`src/rtl/mem_pkg.sv`:
```
// Shared definitions for the parametrised dual-port memory and its clear sequencer.
package mem_pkg;

    localparam int unsigned COLL_READ_PRIO   = 0;
    localparam int unsigned COLL_WRITE_FIRST = 1;
    localparam int unsigned COLL_READ_FIRST  = 2;

    typedef enum logic {
        ST_CLEAR = 1'b0,
        ST_RUN   = 1'b1
    } state_t;

    // True when an address falls inside the populated part of the array.
    function automatic logic addr_in_range(input int unsigned addr, input int unsigned depth);
        return addr < depth;
    endfunction

endpackage

```
`src/rtl/mem_clear_seq.sv`:
```
// Clear sequencer: walks every word of the array writing zero after reset or on request.
module mem_clear_seq
    import mem_pkg::*;
#(
    parameter int unsigned ADDR_W = 7,
    parameter int unsigned DEPTH  = 128
) (
    input  logic              clk,
    input  logic              rst,
    input  logic              clr,
    output logic              busy,
    output logic              clr_we,
    output logic [ADDR_W-1:0] clr_addr
);

    localparam logic [ADDR_W-1:0] LAST_ADDR = ADDR_W'(DEPTH - 1);

    state_t            state;
    state_t            state_d;
    logic [ADDR_W-1:0] cnt;
    logic [ADDR_W-1:0] cnt_d;
    logic              busy_d;

    always_ff @(posedge clk) begin
        if (rst) begin
            state <= ST_CLEAR;
            cnt   <= '0;
            busy  <= 1'b1;
        end else begin
            state <= state_d;
            cnt   <= cnt_d;
            busy  <= busy_d;
        end
    end

    always_comb begin
        state_d = state;
        cnt_d   = cnt;
        busy_d  = busy;
        case (state)
            ST_CLEAR: begin
                // Terminate on the last populated word, not on counter wrap.
                if (cnt == LAST_ADDR) begin
                    state_d = ST_RUN;
                    cnt_d   = '0;
                    busy_d  = 1'b0;
                end else begin
                    cnt_d = cnt + ADDR_W'(1);
                end
            end
            ST_RUN: begin
                if (clr) begin
                    state_d = ST_CLEAR;
                    cnt_d   = '0;
                    busy_d  = 1'b1;
                end
            end
            default: begin
                state_d = ST_CLEAR;
                cnt_d   = '0;
                busy_d  = 1'b1;
            end
        endcase
    end

    assign clr_we   = (state == ST_CLEAR);
    assign clr_addr = cnt;

endmodule

```
`src/rtl/param_dp_memory.sv`:
```
// Parametrised one-read/one-write memory with selectable read latency,
// same-address collision policy and a built-in clear sequencer.
module param_dp_memory
    import mem_pkg::*;
#(
    parameter int unsigned DATA_W    = 8,
    parameter int unsigned ADDR_W    = 7,
    parameter int unsigned DEPTH     = 128,
    parameter int unsigned RD_LAT    = 1,
    parameter int unsigned COLL_MODE = 0
) (
    input  logic              clk,
    input  logic              rst,
    input  logic              clr,
    output logic              busy,
    input  logic              ren,
    input  logic [ADDR_W-1:0] raddr,
    input  logic              wen,
    input  logic [ADDR_W-1:0] waddr,
    input  logic [DATA_W-1:0] din,
    output logic [DATA_W-1:0] dout,
    output logic              dout_valid,
    output logic              wr_drop
);

    localparam int unsigned IDX_W = (DEPTH > 1) ? $clog2(DEPTH) : 1;

    logic [DATA_W-1:0] mem [DEPTH];

    logic              clr_we;
    logic [ADDR_W-1:0] clr_addr;

    mem_clear_seq #(
        .ADDR_W (ADDR_W),
        .DEPTH  (DEPTH)
    ) u_clear_seq (
        .clk      (clk),
        .rst      (rst),
        .clr      (clr),
        .busy     (busy),
        .clr_we   (clr_we),
        .clr_addr (clr_addr)
    );

    logic              run;
    logic              rd_acc;
    logic              r_ok;
    logic              w_ok;
    logic              coll;
    logic              wr_acc;
    logic              drop_d;
    logic              flush;
    logic [DATA_W-1:0] rd_word;

    assign run    = ~busy;
    assign rd_acc = run & ren & ~clr;
    assign r_ok   = addr_in_range(32'(raddr), DEPTH);
    assign w_ok   = addr_in_range(32'(waddr), DEPTH);
    assign coll   = rd_acc & wen & r_ok & (raddr == waddr);
    assign wr_acc = wen & run & w_ok & ~(coll & (COLL_MODE == COLL_READ_PRIO));
    assign drop_d = wen & ~wr_acc;
    assign flush  = run & clr;

    // Array read with range guard and write-first bypass on collision.
    always_comb begin
        rd_word = '0;
        if (r_ok) begin
            rd_word = mem[raddr[IDX_W-1:0]];
        end
        if (coll && (COLL_MODE == COLL_WRITE_FIRST)) begin
            rd_word = din;
        end
    end

    // Storage has no reset; the clear sequencer owns initialisation.
    always_ff @(posedge clk) begin
        if (!rst) begin
            if (clr_we) begin
                mem[clr_addr[IDX_W-1:0]] <= '0;
            end else if (wr_acc) begin
                mem[waddr[IDX_W-1:0]] <= din;
            end
        end
    end

    logic              s1_valid;
    logic [DATA_W-1:0] s1_data;

    always_ff @(posedge clk) begin
        if (rst || flush) begin
            s1_valid <= 1'b0;
            s1_data  <= '0;
        end else begin
            s1_valid <= rd_acc;
            s1_data  <= rd_acc ? rd_word : '0;
        end
    end

    always_ff @(posedge clk) begin
        if (rst) begin
            wr_drop <= 1'b0;
        end else begin
            wr_drop <= drop_d;
        end
    end

    generate
        if (RD_LAT == 2) begin : g_lat2
            logic              s2_valid;
            logic [DATA_W-1:0] s2_data;

            // Extra output stage; collision result was already fixed in stage one.
            always_ff @(posedge clk) begin
                if (rst || flush) begin
                    s2_valid <= 1'b0;
                    s2_data  <= '0;
                end else begin
                    s2_valid <= s1_valid;
                    s2_data  <= s1_data;
                end
            end

            assign dout_valid = s2_valid;
            assign dout       = s2_data;
        end else begin : g_lat1
            assign dout_valid = s1_valid;
            assign dout       = s1_data;
        end
    endgenerate

endmodule

```
`config.mk`:
```
export PLATFORM = sky130hd
export DESIGN_NAME = param_dp_memory
export DESIGN_NICKNAME = d
export VERILOG_FILES = /design/src/rtl/mem_pkg.sv /design/src/rtl/mem_clear_seq.sv /design/src/rtl/param_dp_memory.sv
export SDC_FILE = /design/constraint.sdc
export NUM_CORES = 1
export LEC_CHECK = 0
export BUFFER_PORTS_ARGS = -buffer_cell sky130_fd_sc_hd__buf_2
export CAP_MARGIN = 30
export CORE_MARGIN = 8
export CORE_UTILIZATION = 40
export CTS_CLUSTER_DIAMETER = 120
export CTS_CLUSTER_SIZE = 14
export DETAILED_ROUTE_END_ITERATION = 10
export GPL_ROUTABILITY_DRIVEN = 0
export SYNTH_ARGS = -nofsm -noshare
export SYNTH_HDL_FRONTEND = slang
export SYNTH_SLANG_ARGS = --single-unit
```
`constraint.sdc`:
```
create_clock -name clk -period 10.8 [get_ports clk]
set_input_delay 1.08 -clock clk [delete_from_list [all_inputs] [get_ports clk]]
set_output_delay 1.08 -clock clk [all_outputs]
set_load 0.02 [all_outputs]
```
; Word-level counts from Yosys, hierarchy flattened
; Memory sizes are Yosys's and may differ from the RTL's. A register that Yosys moved wholly into a read port is not among the register bits.
; Index checks and enable logic that the tools add are counted.
[totals]
ff_bits = 11
ram_bits = 1024
inputBits = 27
word_cells = 48
mem_count = 1
[mem_list]
columns = memory, words, width, read_ports, rd_clocked_by_memory_dff, write_ports, line
row1 = mem, 128, 8, 1, 1, 1, param_dp_memory.sv:28  ; logic [DATA_W-1:0] mem [DEPTH];
[op_classes]
add_sub_neg = 1
n_eq_ne = 4
muxes = 19
bitwise_logic = 14
reduce_logical = 4
[ops]
columns = op, n
row1 = 2-to-1 mux 7 bit, 3
row2 = case mux 7 bit (2 select lines), 1
row3 = 2-to-1 mux 1 bit, 12
row4 = AND 1 bit, 8
row5 = 2-to-1 mux 8 bit, 1
row6 = OR reduction 8 bit, 1
row7 = adder 7 x 1 -> 7 bit (second input constant), 1
row8 = == test 7 bit, 1
row9 = == test 7 bit (second input constant), 1
row10 = NOT 1 bit, 6
row11 = case mux 1 bit (2 select lines), 2
row12 = inequality test 2 x 1 -> 1 bit (second input constant), 1
row13 = inequality test 2 bit (second input constant), 1
row14 = AND reduction 2 bit, 1
row15 = OR reduction 2 bit, 1
row16 = logical OR 1 bit, 1

; Depth between registers and ports, before layout
[depth]
ltp_word = 13
mapped_depth = 10

; Cells and area by module
; Synthesis repeated with hierarchy kept, for this count alone.
[hier_totals]
cells_unflattened = 2274
hier_area_um2 = 41705.0
[modules_own_cells]
columns = mod, instances, cells_per_inst, area_per_inst_um2, seq_area_each_um2
row1 = param_dp_memory, 1, 2218, 41258.3, 30949.7
row2 = mem_clear_seq, 1, 56, 446.7, 180.2

; Worst setup path before layout
; OpenSTA, ideal clock, no wires.
[synth_path]
kind = input port to flip-flop
startpoint = in wen
endpoint = mem mem[0][0] (data pin)
setup_ps = 535
t_arrival_ps = 4084
required_ps = 10265
slack_ps = 6182
stages = 6
path_buffers = 2
path_cell_list = inv_1 or3_1 a211oi_4 buf_2 clkbuf_1 and2_1
[synth_between]
elab_chain_cells = 10
[synth_lines]
columns = item, line
row1 = from (decl), param_dp_memory.sv:18  ; input logic wen,
row2 = AND 1 bit (2 in series), param_dp_memory.sv:59  ; assign coll = rd_acc & wen & r_ok & (raddr == waddr);
row3 = NOT 1 bit, param_dp_memory.sv:60  ; assign wr_acc = wen & run & w_ok & ~(coll & (COLL_MODE == COLL_READ_PRIO));
row4 = AND 1 bit (*), param_dp_memory.sv:60
row5 = 2-to-1 mux 1 bit (*), param_dp_memory.sv:80  ; end else if (wr_acc) begin
row6 = 2-to-1 mux 1 bit (*), param_dp_memory.sv:78  ; if (clr_we) begin
row7 = 2-to-1 mux 1 bit (*), param_dp_memory.sv:77  ; if (!rst) begin
row8 = 2-to-1 mux 1 bit (implied by the code) (*), param_dp_memory.sv:81  ; mem[waddr[IDX_W-1:0]] <= din;
row9 = OR reduction 8 bit (no line) (*), n/a
row10 = 2-to-1 mux 8 bit (no line) (*), n/a
row11 = to (decl), param_dp_memory.sv:28
; Mark *: on every way between the ends. The rest lies on a longest branch, timed or not.

==> run_results.csv <==
group,metric,value,unit
run_status,status,"finished clean",
sta,maxSlewViolCount,0,
grt,antenna_found_initial,2,
finish,nets,2224,
logic_synthesis,synth_simple_gate_area_frac,0.04144,
finish,final_util,0.4457,
clock_network,numCtsBuffers,84,
setup_path,crit_slowest_cell,"o21ai_0",
logic_synthesis,synth_cell_types,51,
worst_hold_path,whs_endpoint,"u_clear_seq.clr_addr[3]",
sta,setup_tns,0,ns
setup_path,reg2reg_from,"u_clear_seq.state",
floorplan,die_x,337.0,um
placed_design,portBuffers,37,
logic_synthesis,avgSynthCellArea,19.28,um2
sta,setup_violations,0,
placed_design,dp_cells,3473,
setup_path,critPathLaunchType,"input pin",
setup_path,required,11.29,ns
power,switching_share,0.2038,
worst_hold_path,hold_path_depth,2,
grt,overflow,0,
finish,layout-drive-gt1-share,0.1897,
floorplan,rows,117,
setup_path,cp.arrival,5.39,ns
setup_path,r2r_end,"mem[60][5]",
setup_path,rr_worst_depth,9,
sta,final_hold_viol_count,0,
setup_path,ff2ff_setup_slack,6.50,ns
clock_network,tritoncts,"done",
clock_network,clock_latency,0.66,ns
grt,grt_usage,0.1777,
setup_path,cp-end-kind,"flop",
setup_path,worst-path-buf-inv,3,
grt,grt_max_degree,104,
clock_network,post_cts_buffers,0,
floorplan,ioPinCount,38,
sta,skew,0.03588,ns
power,clockPowerShare,0.378,
logic_synthesis,ys_ff_latch,1043,
logic_synthesis,synth_top_family_by_area,"multiplexers",
sta,fmax,0.2042,GHz
setup_path,path_common_cell,"buf_4",
clock_network,path_clk_slew,0.07,ns
power,internal_power,5.954,mW
setup_path,critical_path_class,"input pin to flop",
power,powerDensity,164.4,mW/mm2
clock_network,cts_resized,0,
placed_design,post-dp-hpwl,64510,um
setup_path,crit_fanout,103,
grt,grt_pass1_vias,21190,
power,p_leak,12.81,nW
logic_synthesis,synthAdderAreaFrac,0.0003036,
drt,wl_per_cell,28.44,um
sta,grt_setup_unrepaired,"false",
logic_synthesis,yosys.area_share.xor_xnor,0.001913,
setup_path,max_stage_delay,0.87,ns
grt,grt_pass1_wl,147900,um
power,seq_power_share,0.586,
logic_synthesis,yosysWarnings,0,
drt,drt-vias-per-instance,5.830,
setup_path,crit_chain,"buf_8 > buf_4 > buf_4 > mux4_2 > a22oi_1 > a21oi_1 > o21ai_0 > nand3_1",
drt,ant_nets,0,
floorplan,die_h,337.0,um
drt,drc,0,
sta,slew_headroom,0.2651,
clock_network,cts.htree.levels,3,
finish,area_growth,10.35,%
logic_synthesis,syn_inst,2138,
power,ir_drop,0.0001102,V
logic_synthesis,synth_area,0.04121,mm2
sta,fin_crit_sh,0.4535,
logic_synthesis,synthArstFlopShare,0,
drt,vias,21010,
clock_network,cts-root-buf,"clkbuf_16",
power,p_sw,1.524,mW
logic_synthesis,dominantRegCellSynth,"edfxtp_1",
floorplan,die_area,0.1136,mm2
clock_network,clk_path_buf_depth,3,
worst_hold_path,holdCritStartpoint,"u_clear_seq.clr_addr[3]",
power,combPwrFrac,0.036,
placed_design,pre_cts_ws,5.186,ns
logic_synthesis,synthMuxAreaShare,0.1463,
setup_path,crit_family,"buffers and inverters",
finish,final_cells,3604,
drt,wirelength,102500,um
run,cap_violations,0,
drt,drt-initial-drc-count,2289,
logic_synthesis,synth_edf_count,1024,
sta,timing.final.ws_setup,5.902,ns
sta,worstMarginPinSlew,1.091,ns
clock_network,clock-sinks,1043,
sta,post-route-min-period,4.898,ns
clock_network,hold_buffers,0,
logic_synthesis,synth_compound_area_frac,0.04007,
logic_synthesis,syn_nets,2166,
floorplan,initial_core_util,0.4039,
floorplan,core,0.1020,mm2
worst_hold_path,hp-class,"flop to flop",
drt,drt_pass1_iterations,5,
logic_synthesis,ys_seq_area_frac,0.7553,
layout by cell type, fill, tap and decap left out, drive strengths merged, types with 3 or more instances in the layout:
master | Yosys | final
edfxtp | 1024 | 1024
mux4 | 204 | 204
nor2 | 166 | 166
mux2i | 141 | 141
clkbuf | 42 | 121
buf | 85 | 98
a22oi | 80 | 80
nand2 | 43 | 43
nand3 | 43 | 43
a21oi | 35 | 35
a31oi | 34 | 34
nor3 | 32 | 32
dfxtp | 19 | 19
o21ai | 17 | 17
nor2b | 16 | 16
a211oi | 15 | 15
nand2b | 14 | 14
and2 | 14 | 14
o22ai | 12 | 12
nor4 | 10 | 10
or2 | 10 | 10
o211ai | 9 | 9
inv | 6 | 9
xor2 | 8 | 8
a221oi | 8 | 8
a32oi | 8 | 8
nand4 | 7 | 7
or3 | 5 | 5
nor3b | 4 | 4
o2bb2ai | 4 | 4
a22o | 4 | 4
nand3b | 3 | 3
metal layers:
layer | vias up | wire length, um | track usage | share of wire
met5 | - | 0 | 0 | 0
met4 | 0 | 3000 | 0.05728 | 0.029
met3 | 171 | 9418 | 0.04799 | 0.092
met2 | 908 | 47710 | 0.2782 | 0.47
met1 | 11060 | 42370 | 0.2422 | 0.41
li1 | 8867 | - | - | -
flip-flops by register name (all words and copies together) (netlist names):
signal                cells
dout                      8
dout_valid                1
mem                    1024
u_clear_seq.busy          1
u_clear_seq.clr_addr      7
u_clear_seq.state         1
wr_drop                   1
logic make-up after synthesis:
logic type,after synthesis
buf+inv,133
compound gates,236
flops,1043
simple gates,369
fa+ha+maj,1
xor+xnor,9
mux,347
worst reg2reg max path, cell delays in order, from the launching register on:
cell      delay, ns
dfxtp_1        0.31
buf_4          0.30
inv_2          0.19
or3_1          0.45
a211oi_4       0.43
buf_4          0.60
a22o_1         0.26
nand2_1        0.36
buf_8          0.31
nor2_1         0.70
power by group through the flow:
stage | registers (mW) | logic (mW) | clock network, mW
floorplan | 4.47 | 0.183 | 0
global route | 4.38 | 0.281 | 3.01
finish | 4.38 | 0.267 | 2.83
CTS | 4.38 | 0.268 | 2.88
detailed placement | 4.47 | 0.267 | 0
global placement | 4.47 | 0.263 | 0
stage by stage:
stage	hold slack [ns]	cell area (um2)	total power, mW
floorplan	0.5654	41210	4.652
CTS	0.5910	45440	7.527
global route	0.6223	45470	7.669
global placement	0.5698	42840	4.734
finish	0.5940	45480	7.478
detailed placement	0.5813	43080	4.739
worst max path at each step:
stage               startpoint         to  slack [ns]  depth (start not counted)
detailed placement    raddr[1]    dout[7]        5.19                          9
global route          raddr[1]    dout[7]        5.76                          9
finish                raddr[1]    dout[1]        5.90                          8
global placement      raddr[1]    dout[5]        5.14                          8
floorplan                  wen  mem[0][0]        6.18                          6
CTS                   raddr[1]    dout[7]        5.89                          9
area by class of cell:
type | count | area (um2)
fill | 8694 | 56560
sequential | 1043 | 31130
multi-input combinational | 962 | 9512
clock buffer | 120 | 2301
tap | 1368 | 1712
timing repair buffer | 99 | 739.5
clock inverter | 5 | 58.81
inverter | 6 | 22.52
antenna | 1 | 2.502
Yosys cell counts, types with 5 or more instances:
cell      number  share of area
a211oi_1      14         0.0026
a21oi_1       35         0.0043
a221oi_1       8         0.0017
a22oi_1       80          0.015
a31oi_1       32         0.0049
a32oi_1        8         0.0017
and2_1        12         0.0018
buf_1         22         0.0020
buf_2         57         0.0069
clkbuf_1      42         0.0038
dfxtp_1       19         0.0092
edfxtp_1    1024           0.75
mux2i_1      141          0.034
mux4_2       204           0.11
nand2_1       43         0.0039
nand2b_1      14         0.0021
nand3_1       43         0.0052
nand4_1        7         0.0011
nor2_1       166          0.015
nor2b_1       16         0.0024
nor3_1        32         0.0039
nor4_1        10         0.0015
o211ai_1       9         0.0016
o21ai_0       17         0.0021
o22ai_1       12         0.0018
or2_2         10         0.0015
or3_1          5        0.00076
xor2_1         8         0.0017
No activity file was read; power rests on OpenSTA's default activity.
